**src/rtl/servo_bank_if.sv**
```systemverilog
// Byte-wide register bus for servo_bank: strobed writes and registered reads.
interface servo_bank_if;
    logic [7:0] din;
    logic [7:0] address;
    logic       w_en;
    logic       r_en;
    logic [7:0] dout;

    modport master (output din, address, w_en, r_en, input dout);
    modport slave  (input din, address, w_en, r_en, output dout);
endinterface

```
**src/rtl/servo_bank.sv**
```systemverilog
// Bank of PWM servo channels with per-frame slew-limited positions, driven
// from a fixed 6.35 us tick and a FRAME_TICKS-long frame.
module servo_bank #(
    parameter int         NUM_CH       = 4,
    parameter logic [7:0] BASE_ADDRESS = 8'h00,
    parameter int         CLK_FREQ     = 16000000,
    parameter int         MIN_TICKS    = 91,
    parameter int         FRAME_TICKS  = 3150
) (
    input  logic              clk,
    input  logic              rst,
    servo_bank_if.slave       bus,
    output logic [NUM_CH-1:0] servo_pins
);
    // ceil(6.35e-6 * CLK_FREQ) done in exact integer arithmetic
    localparam longint TICK_CYCLES_L =
        (longint'(CLK_FREQ) * 64'sd635 + 64'sd99999999) / 64'sd100000000;
    localparam int TICK_CYCLES = int'(TICK_CYCLES_L);
    localparam int PRE_W       = (TICK_CYCLES > 1) ? $clog2(TICK_CYCLES) : 1;

    localparam logic [PRE_W-1:0] PRE_LAST   = PRE_W'(TICK_CYCLES - 1);
    localparam logic [11:0]      FRAME_LAST = 12'(FRAME_TICKS - 1);
    localparam logic [11:0]      MIN_W      = 12'(MIN_TICKS);
    localparam logic [7:0]       OFF_ENABLE = 8'(NUM_CH);
    localparam logic [7:0]       OFF_STEP   = 8'(NUM_CH + 1);
    localparam logic [7:0]       OFF_STATUS = 8'(NUM_CH + 2);

    logic [PRE_W-1:0]  prescaler;
    logic [11:0]       frame_cnt;
    logic              tick;
    logic              frame_end;

    logic [7:0]        target [NUM_CH];
    logic [7:0]        cur    [NUM_CH];
    logic [NUM_CH-1:0] enable;
    logic [NUM_CH-1:0] status;
    logic [7:0]        step;

    logic [8:0]        offset9;
    logic [7:0]        offset;
    logic              mapped;
    logic [7:0]        rdata;

    assign tick      = (prescaler == PRE_LAST);
    assign frame_end = tick && (frame_cnt == FRAME_LAST);

    // NOTE: sequential state uses non-blocking assignments so every flop samples pre-edge values.
    always_ff @(posedge clk) begin
        if (rst) begin
            prescaler <= '0;
            frame_cnt <= '0;
        end else begin
            prescaler <= tick ? '0 : prescaler + 1'b1;
            if (tick)
                frame_cnt <= (frame_cnt == FRAME_LAST) ? 12'd0 : frame_cnt + 12'd1;
        end
    end

    // 9-bit subtraction so addresses below the window cannot wrap into it
    assign offset9 = {1'b0, bus.address} - {1'b0, BASE_ADDRESS};
    assign offset  = offset9[7:0];
    assign mapped  = !offset9[8] && (offset <= OFF_STATUS);

    always_comb begin
        status = '0;
        for (int i = 0; i < NUM_CH; i++)
            status[i] = (cur[i] != target[i]);
    end

    // NOTE: rdata gets a default before any branch so no latch is inferred.
    always_comb begin
        rdata = '0;
        for (int i = 0; i < NUM_CH; i++)
            if (offset == 8'(i))
                rdata = target[i];
        if (offset == OFF_ENABLE) rdata = 8'(enable);
        if (offset == OFF_STEP)   rdata = step;
        if (offset == OFF_STATUS) rdata = 8'(status);
    end

    // Move toward tgt by stp without overshoot; step 0 or disabled jumps straight there
    function automatic logic [7:0] next_cur(input logic [7:0] c, input logic [7:0] tgt,
                                            input logic [7:0] stp, input logic en);
        logic [8:0] up;
        logic [8:0] dn;
        up = {1'b0, c} + {1'b0, stp};
        dn = {1'b0, c} - {1'b0, stp};
        if (!en || stp == 8'd0)
            return tgt;
        if (c < tgt)
            return (up > {1'b0, tgt}) ? tgt : up[7:0];
        if (c > tgt)
            return (dn[8] || dn[7:0] < tgt) ? tgt : dn[7:0];
        return c;
    endfunction

    // NOTE: target/cur are small flop arrays, so they are reset like any other state.
    always_ff @(posedge clk) begin
        if (rst) begin
            enable   <= '0;
            step     <= '0;
            bus.dout <= '0;
            for (int i = 0; i < NUM_CH; i++) begin
                target[i] <= '0;
                cur[i]    <= '0;
            end
        end else begin
            if (frame_end)
                for (int i = 0; i < NUM_CH; i++)
                    cur[i] <= next_cur(cur[i], target[i], step, enable[i]);

            if (bus.w_en && mapped) begin
                for (int i = 0; i < NUM_CH; i++)
                    if (offset == 8'(i))
                        target[i] <= bus.din;
                if (offset == OFF_ENABLE) enable <= bus.din[NUM_CH-1:0];
                if (offset == OFF_STEP)   step   <= bus.din;
            end

            bus.dout <= (bus.r_en && mapped) ? rdata : 8'd0;
        end
    end

    always_ff @(posedge clk) begin
        if (rst) begin
            servo_pins <= '0;
        end else begin
            for (int i = 0; i < NUM_CH; i++)
                servo_pins[i] <= enable[i] && (frame_cnt < MIN_W + {4'b0000, cur[i]});
        end
    end
endmodule

```
**src/flat_wrapper.sv**
```systemverilog
// flat-port wrapper written by rule: the top's interface ports become plain ports
module servo_bank_flat 
#(
    parameter int         NUM_CH       = 4,
    parameter logic [7:0] BASE_ADDRESS = 8'h00,
    parameter int         CLK_FREQ     = 16000000,
    parameter int         MIN_TICKS    = 91,
    parameter int         FRAME_TICKS  = 3150
)
  (clk, rst, servo_pins, bus_din, bus_address, bus_w_en, bus_r_en, bus_dout);
  servo_bank_if bus_i ();
  input  logic clk;
  input  logic rst;
  output logic [NUM_CH-1:0] servo_pins;
  input wire logic [$bits(bus_i.din)-1:0] bus_din;
  input wire logic [$bits(bus_i.address)-1:0] bus_address;
  input wire logic [$bits(bus_i.w_en)-1:0] bus_w_en;
  input wire logic [$bits(bus_i.r_en)-1:0] bus_r_en;
  output wire logic [$bits(bus_i.dout)-1:0] bus_dout;
  assign bus_i.din = bus_din;
  assign bus_i.address = bus_address;
  assign bus_i.w_en = bus_w_en;
  assign bus_i.r_en = bus_r_en;
  assign bus_dout = bus_i.dout;
  servo_bank #(.NUM_CH(NUM_CH), .BASE_ADDRESS(BASE_ADDRESS), .CLK_FREQ(CLK_FREQ), .MIN_TICKS(MIN_TICKS), .FRAME_TICKS(FRAME_TICKS)) u_core (.clk(clk), .rst(rst), .bus(bus_i), .servo_pins(servo_pins));
endmodule
```
**config.mk**
```make
export PLATFORM = sky130hd
export DESIGN_NAME = servo_bank_flat
export DESIGN_NICKNAME = d
export VERILOG_FILES = /design/src/rtl/servo_bank_if.sv /design/src/rtl/servo_bank.sv /design/src/flat_wrapper.sv
export SDC_FILE = /design/constraint.sdc
export NUM_CORES = 1
export LEC_CHECK = 0
export BUFFER_PORTS_ARGS = -buffer_cell sky130_fd_sc_hd__clkbuf_2
export CAP_MARGIN = 20
export CORE_UTILIZATION = 43
export DETAILED_ROUTE_END_ITERATION = 10
export GPL_TIMING_DRIVEN = 0
export SYNTH_ARGS = -nofsm -noshare
export SYNTH_HDL_FRONTEND = slang
export SYNTH_SLANG_ARGS = --single-unit
```
**constraint.sdc**
```tcl
create_clock -name clk -period 7.3 [get_ports clk]
set_input_delay 0.73 -clock clk [delete_from_list [all_inputs] [get_ports clk]]
set_output_delay 0.73 -clock clk [all_outputs]
set_load 0.01 [all_outputs]
```
* After elaboration in Yosys (flattened, before gate mapping)
Memories as Yosys holds them, arrays and structs flattened.
Index checks and enable logic that the tools add are counted.
** Word-level totals
- Memories :: 2
- Bits in writable memories :: 64
- Logic and storage cells :: 216
- Flip-flop bits (word level) :: 43
- Bits of input ports :: 20
- Output and inout port bits :: 12
** Memory list
- u_core.cur :: words 4, bits a word 8, read ports 4, clocked after Yosys merged registers in 0, write ports 4, line servo_bank.sv:34 : logic [7:0] cur [NUM_CH];
- u_core.target :: words 4, bits a word 8, read ports 4, clocked after Yosys merged registers in 0, write ports 4, line servo_bank.sv:33 : logic [7:0] target [NUM_CH];
** Cells by class
- Equality and inequality tests :: 12
- Bitwise gates (word level) :: 9
- Order comparisons :: 21
- Mux-type cells :: 125
- Reduce and logical (&&, ||, !) cells :: 26
- Add/sub/neg operators :: 14
** Operator list (number)
- 8-bit 2-to-1 mux :: 54
- 1-bit 2-to-1 mux :: 69
- 8-bit less-than comparator :: 8
- 12-bit less-than comparator :: 4
- 7-bit by 8-bit adder with 9-bit output, first input constant :: 4
- 8-bit by 8-bit adder with 9-bit output :: 4
- 9-bit by 8-bit greater-than comparator with 1-bit output :: 4
- 8-bit by 8-bit subtractor with 9-bit output :: 4
- 8-bit greater-than comparator :: 4
- 8-bit != test :: 4
- 8-bit by 3-bit == test with 1-bit output, second input constant :: 3
- 8-bit by 2-bit == test with 1-bit output, second input constant :: 2
- 8-bit logical NOT :: 2
- 12-bit by 1-bit adder with 12-bit output, second input constant :: 1
- 12-bit == test, second input constant :: 1
- 12-bit 2-to-1 mux :: 1
- 8-bit by 1-bit == test with 1-bit output, second input constant :: 1
- 8-bit by 3-bit less-or-equal comparator with 1-bit output, second input constant :: 1
- 1-bit logical OR :: 8
- 1-bit OR :: 8
- 7-bit by 1-bit adder with 7-bit output, second input constant :: 1
- 7-bit == test, second input constant :: 1
- 1-bit logical AND :: 7
- 1-bit logical NOT :: 4
- 5 further kinds :: 7

* Logic depth before layout (Yosys ltp)
Gate-level depths: netlist (run 1).
- Depth after elaboration :: 18
- Depth in mapped cells :: 18
- Gate-level depth less buffers :: 17

* Worst setup path before layout (run 1)
No wires, ideal clock.
- Path kind :: reg-to-reg
- Start point :: register u_core.step[1]
- End point :: memory u_core.cur[0][4] (data pin)
- Library setup time :: 0.269 ns
- Clock period less this slack :: 4.089 ns
- Data required time :: 7.031 ns
- Arrival time :: 3.819 ns
- Stages on the path, launching flop included :: 15
- Path buffers :: 0
- Slack :: 3.211 ns
- Cells stage by stage :: dfxtp_1 > inv_1 > ha_1 > nor2b_1 > o21bai_1 > or3_1 > and3_1 > a21o_1 > ha_1 > or4_4 > a2111oi_4 > o221ai_2 > a21oi_4 > a2bb2oi_1 > nor2_1
** RTL lines
- start: declaration :: line servo_bank.sv:37 : logic [7:0] step;
- start signal: assignment :: line servo_bank.sv:117 : if (offset == OFF_STEP) step <= bus.din;
- end: declaration :: line servo_bank.sv:34

==> flow_summary.toml, run 1 <==
[outcome]
outcome = "finished, final reports clean"

[timing]
fin_skew_ns = 0.00828
setup_tns_ns = 0
finalCriticalPeriod_ns = 5.44
worstMarginPinSlew_ns = 0.983
setup_violations = 0
rsz0062_at_grt = "false"
hold_viol = 0
maxSlewViolCount = 0
timing.final.crit_share_pct = 74.5
max_freq_mhz = 184
setup_ws_ns = 1.86
slew_headroom_pct = 34.4

[drt]
wl_microns = 33800
first_pass_iters = 5
final_antenna_net_count = 0
drc = 0
drt_iter0_markers = 778
vias_per_cell = 5.91
wl_per_cell_microns = 21.5
vias = 9303

[cells_and_area]
layout_commonest_cell = "ha_1"
diodes = 0
fin_area_sq_mm = 0.0118
most-common-layout-cells = "ha_1, nor2_1, inv_1"
syn_to_final_growth_pct = 8.16
drive_above_1_share_pct = 8.56
final_nets = 1469

[grt]
grt_pass1_wl_microns = 51900
grtUsageTotal_pct = 26.5
grt_max_degree = 18
antenna_found_initial = 0
grt-ovfl-total = 0
first_global_vias = 9034

[floorplan]
fp.dieArea_sq_mm = 0.0261
start_util_pct = 44.4
fp.dieH_microns = 161
num_rows = 57
die_w_microns = 161
core_sq_mm = 0.0246
ios = 32

[run]
drv_cap = 0

[hold_path]
hp-start = "u_core.prescaler[0]$_SDFF_PP0_"
min_path_type = "flop to flop"

[power]
ir_drop_v = 0.000132
p_leak_nw = 4.97
power_density_mw_per_mm2 = 132

[yosys]
syn_inst = 1197
synth.top_cell.area_share_pct = 22.4
synth_warnings = 0
async_flop_share_pct = 0
synth_seq_cells = 107
yosys.area.top_type = "ha_1"
synth.distinct_cells = 86
ys_top_cells_by_area = "ha_1, edfxtp_1, dfxtp_1"
synth_area_sq_mm = 0.0109
avgSynthCellArea_sq_um = 9.13
ys.flop_type = "edfxtp_1"
ys_seq_area_share_pct = 25.4
synth_edf_count = 64
synth_nets = 1421

[critical_path]
critical_path_class = "flop to flop"
arrival_ns = 5.53
crit_path_max_fanout = 12
cp-startpoint = "u_core.step[1]$_SDFFE_PP0P_"
setup.worst_path.end_class = "flop"
r2r_end = "u_core.cur[2][6]$_SDFFCE_PN0P_"
worstReg2RegStart = "u_core.step[1]$_SDFFE_PP0P_"
r2r_slack_ns = 1.86
critical_path_required_ns = 7.39
startpoint_type = "flop"
crit_path_end = "u_core.cur[2][6]$_SDFFCE_PN0P_"
reg2reg_depth = 16

[clocking]
numClockSinks = 107
ctsLongestPathBuffers = 2
htreeDepth = 3
clk_latency_ns = 0.37
cts_buffers = 9
holdBufCountCts = 0
cts_tree = "done"
clk_pin_slew_worst_paths_ns = 0.07
cts_root_buffer = "clkbuf_16"
cts_setup_buffers = 0
post_cts_resized = 0

[placed_design]
dpl-instance-area_sq_mm = 0.0115
gp_congestion = 0.909
dpl.hpwl_microns = 26300
pre_cts_ws_ns = 1.92
numPortBuffers = 30
## state kept, by name, indices dropped and copies added (netlist names)
name / flops
u_core.bus.dout: 8
u_core.frame_cnt: 12
u_core.cur: 32
u_core.target: 32
u_core.servo_pins: 4
u_core.enable: 4
u_core.step: 8
u_core.prescaler: 7
## layout make-up
class / instances / area, sq um
Timing Repair Buffer: 37 / 195
Inverter: 94 / 353
Clock buffer: 9 / 225
Sequential cell: 107 / 2780
Buffer: 27 / 124
Fill cell: 2382 / 12800
Clock inverter: 7 / 66.3
Multi-Input combinational cell: 969 / 7670
Tap cell: 324 / 405
## power by group
group / internal, mW / leakage (nW) / total, mW / switching [mW]
sequential: 0.659 / 0.954 / 0.696 / 0.0377
clock: 0.266 / 0.139 / 0.509 / 0.243
combinational: 0.150 / 3.87 / 0.358 / 0.208
## per-layer routing
metal	track usage, %	vias up	share of wire (%)
met3	4.08	71	5.9
met5	0	-	0
li1	-	4481	-
met1	34.7	4469	44
met4	10.4	0	3.5
met2	43.6	282	46
## through the flow
step	instances	total power [mW]	hold WS, ns	utilization, %
after floorplan	1197	0.959	0.430	-
after global placement	1551	1.05	0.450	46.7
after detailed placement	1553	1.06	0.467	46.7
after CTS	1569	1.56	0.483	47.9
after global routing	1574	1.64	0.503	48.1
final	1574	1.56	0.479	48.1
## how the worst min path moves through the flow
stage                                                 to  slack, ns  depth (start not counted)
after CTS                 u_core.prescaler[0]$_SDFF_PP0_       0.48                          1
after global placement    u_core.prescaler[0]$_SDFF_PP0_       0.45                          1
after detailed placement  u_core.prescaler[0]$_SDFF_PP0_       0.47                          1
after global routing      u_core.prescaler[0]$_SDFF_PP0_       0.50                          1
final                     u_core.prescaler[0]$_SDFF_PP0_       0.48                          1
after floorplan           u_core.prescaler[0]$_SDFF_PP0_       0.43                          1
## critical path, cell delays in order, from the launching register on
cell and delay [ns]:
dfxtp_1 0.97, inv_1 0.63, ha_1 0.48, inv_1 0.05
a21oi_1 0.19, o41ai_1 0.13, o41ai_1 0.40, xor2_1 0.17
ha_1 0.32, nand4_1 0.10, or2_2 0.28, o311a_1 0.13
a2111oi_2 0.56, nand2_1 0.19, buf_2 0.24, o221ai_1 0.21
a31oi_1 0.09
## cells in the mapped netlist (7+ instances only)
master / number
a21o_1: 12
nor2b_1: 23
or3_1: 9
o41ai_1: 8
o21a_1: 14
xor2_1: 33
dfxtp_1: 43
ha_1: 196
nor3_1: 21
nand3b_1: 7
nand2_1: 42
nand3_1: 25
mux2i_1: 16
and2_1: 37
or2_2: 10
nand4_1: 17
edfxtp_1: 64
and3_1: 13
clkbuf_1: 18
nand2b_1: 16
inv_1: 94
o21ai_0: 59
o21bai_1: 8
a21oi_1: 75
a22oi_1: 9
a31oi_1: 12
a211oi_1: 8
nor2_1: 117
fa_1: 8
xnor2_1: 49
mux4_2: 8
## cell families (layout without fill, tap and decap cells)
| logic type | after synthesis | in the layout | synth area share [%] |
|---|---|---|---|
| xor gates and xnor gates | 82 | 82 | 6.57 |
| buffers and inverters | 121 | 174 | 4.36 |
| adders and majority gates | 204 | 204 | 23.9 |
| and+or+nand+nor | 367 | 367 | 17.6 |
| AOI/OAI and AO/OA | 287 | 287 | 18.5 |
| DFF | 107 | 107 | 25.4 |
| muxes | 29 | 29 | 3.63 |
Note: power is estimated with default switching activity, not from simulation.
==> run 2, diff against run 1 <==
Clock period 7.3 ns to 5 ns, I/O delays scaled along.
==> run 2 against run 1 <==
  * Clock power up 45%
  * Register-to-register slack got worse by 1.6 ns
  * Sequential share of layout area is 0.082 points lower
  * Count of clock-buffer cells in the layout is the same
  * Cell count is 0.44% higher
  * Non-clock buffer count is 7 higher
  * Critical path type unchanged
  * Critical endpoint unchanged
  * Largest power group unchanged
  * Highest routed layer unchanged
==> flow_summary.toml, run 2 (synthesis results as in run 1) <==
[grt]
antenna_found_initial = 0
grt_pass1_wl_microns = 51900
grt_max_degree = 18
first_global_vias = 9044
grt-ovfl-total = 0
use_met2_pct = 43.7
met3_usage_pct = 4.08
grtUsageMet1_pct = 34.7
grtUsageTotal_pct = 26.5
busiest_layer = "met2"

[critical_path]
crit_path_max_incr_delay_ns = 0.56
arrival_ns = 4.84
slowest_stage = "a2111oi_2"
setup.worst_path.end_class = "flop"
critical_path_required_ns = 5.09
r2r_end = "u_core.cur[2][6]$_SDFFCE_PN0P_"
reg2reg_depth = 16
cp_top_family = "compound AO/OA/AOI/OAI gates"
crit_path_max_fanout = 10
worstReg2RegStart = "u_core.step[5]$_SDFFE_PP0P_"
startpoint_type = "flop"
critical_path_class = "flop to flop"
r2r_slack_ns = 0.25
path_buf_inv = 3
path_cells = "inv_1 > ha_1 > clkbuf_1 > or3_1 > o22ai_1 > nor2_1 > xnor2_1 > ha_1 > nand4_1 > or2_2 > o311a_1 > a2111oi_2 > nand2_1 > buf_2 > o221ai_1 > a31oi_1"
crit_top_cell = "ha_1"

[drt]
drt_iter0_markers = 708
wl_per_cell_microns = 21.4
vias = 9310
final_antenna_net_count = 0
vias_per_cell = 5.89
wl_microns = 33800
first_pass_iters = 6
drc = 0

[timing]
setup_ws_ns = 0.252
slew_headroom_pct = 37.7
rsz0062_at_grt = "false"
hold_viol = 0
fin_skew_ns = 0.00872
setup_violations = 0
maxSlewViolCount = 0
finalCriticalPeriod_ns = 4.75
max_freq_mhz = 211
worstMarginPinSlew_ns = 0.935
timing.final.crit_share_pct = 95.0

[cells_and_area]
diodes = 0
final_nets = 1476
instances_no_fill = 1581
layout_commonest_cell = "ha_1"
syn_to_final_growth_pct = 8.88
nFillCells = 2385
final_util_pct = 48.4
fin_area_sq_mm = 0.0119
most-common-layout-cells = "ha_1, nor2_1, inv_1"
drive_above_1_share_pct = 9.86
top_regs = "u_core.cur x32, u_core.target x32, u_core.frame_cnt x12"

[hold_path]
hold_path_depth = 1
hp-start = "u_core.prescaler[0]$_SDFF_PP0_"
min_path_type = "flop to flop"
min_to = "u_core.prescaler[0]$_SDFF_PP0_"

[floorplan]
fp.dieArea_sq_mm = 0.0261
num_rows = 57
start_util_pct = 44.4
die_w_microns = 161
fp.dieH_microns = 161
ios = 32
core_sq_mm = 0.0246

[placed_design]
placed_cells = 1553
numPortBuffers = 30
dpl.hpwl_microns = 26300
pre_cts_ws_ns = -0.378
dpl-instance-area_sq_mm = 0.0115
gp_congestion = 0.909

[clocking]
cts_buffers = 9
ctsLongestPathBuffers = 2
numClockSinks = 107
clk_latency_ns = 0.37
clk_pin_slew_worst_paths_ns = 0.07
holdBufCountCts = 0
cts_tree = "done"
htreeDepth = 3
cts_root_buffer = "clkbuf_16"

[power]
power_density_mw_per_mm2 = 191
p_total_mw = 2.28
p_leak_nw = 5.00
pwr-share-seq_pct = 44.6
combPwrFrac_pct = 22.9
p_sw_mw = 0.709
p_int_mw = 1.57
pwr-share-clk_pct = 32.5
ir_drop_v = 0.000192
switching_share_pct = 31.1

[outcome]
outcome = "finished, final reports clean"

[run]
drv_cap = 0
## run 2: cell count changes in the layout (fill, tap and decap cells not counted), moves of 3 or more
cell and delta:
buf_4 +8, inv_1 -3, dfxtp_1 -5, clkinvlp_4 +3, dfxtp_2 +4
## run 2: worst max path at each step
stage | from | endpoint | cells after the start
after floorplan | u_core.step[1]$_SDFFE_PP0P_ | u_core.cur[0][4]$_SDFFCE_PN0P_ | 14
after global placement | u_core.step[1]$_SDFFE_PP0P_ | u_core.cur[2][5]$_SDFFCE_PN0P_ | 16
after detailed placement | u_core.step[1]$_SDFFE_PP0P_ | u_core.cur[2][4]$_SDFFCE_PN0P_ | 16
after CTS | u_core.step[5]$_SDFFE_PP0P_ | u_core.cur[1][6]$_SDFFCE_PN0P_ | 16
after global routing | u_core.step[4]$_SDFFE_PP0P_ | u_core.cur[1][4]$_SDFFCE_PN0P_ | 17
final | u_core.step[5]$_SDFFE_PP0P_ | u_core.cur[2][6]$_SDFFCE_PN0P_ | 16
## run 2: final cells by class
type | instances | area [sq um] | share of cell area, %
multi-input combinational | 969 | 7680 | 64.5
sequential | 107 | 2790 | 23.4
tap | 324 | 405 | 3.41
inverter | 94 | 364 | 3.06
timing repair buffer | 45 | 253 | 2.12
clock buffer | 9 | 225 | 1.89
buffer | 26 | 120 | 1.01
clock inverter | 7 | 66.3 | 0.557
## run 2: through the flow
| step | hold WS, ns | setup TNS [ns] |
|---|---|---|
| after floorplan | 0.430 | 0 |
| after CTS | 0.483 | 0 |
| after detailed placement | 0.467 | -8.00 |
| after global routing | 0.502 | 0 |
| final | 0.479 | 0 |
| after global placement | 0.450 | -5.82 |
## run 2: power groups by stage
stage | registers [mW] | clock network [mW] | logic, mW
2_1_floorplan | 1.01 | 0 | 0.391
6_report | 1.02 | 0.739 | 0.522
5_1_grt | 1.02 | 0.785 | 0.588
3_5_place_dp | 1.04 | 0 | 0.512
4_1_cts | 1.02 | 0.748 | 0.516
3_3_place_gp | 1.04 | 0 | 0.501
## run 2: repair_timing
action,in CTS,in global routing
resized for setup,4,6
endpoints found under the setup margin,31,25
hold endpoints to repair,0,0
buffers inserted,0,8
## run 2: per-layer routing
| layer | wire (microns) | vias up |
|---|---|---|
| li1 | - | 4497 |
| met1 | 15000 | 4482 |
| met2 | 15700 | 272 |
| met3 | 1990 | 59 |
| met4 | 1090 | 0 |
| met5 | 0 | - |
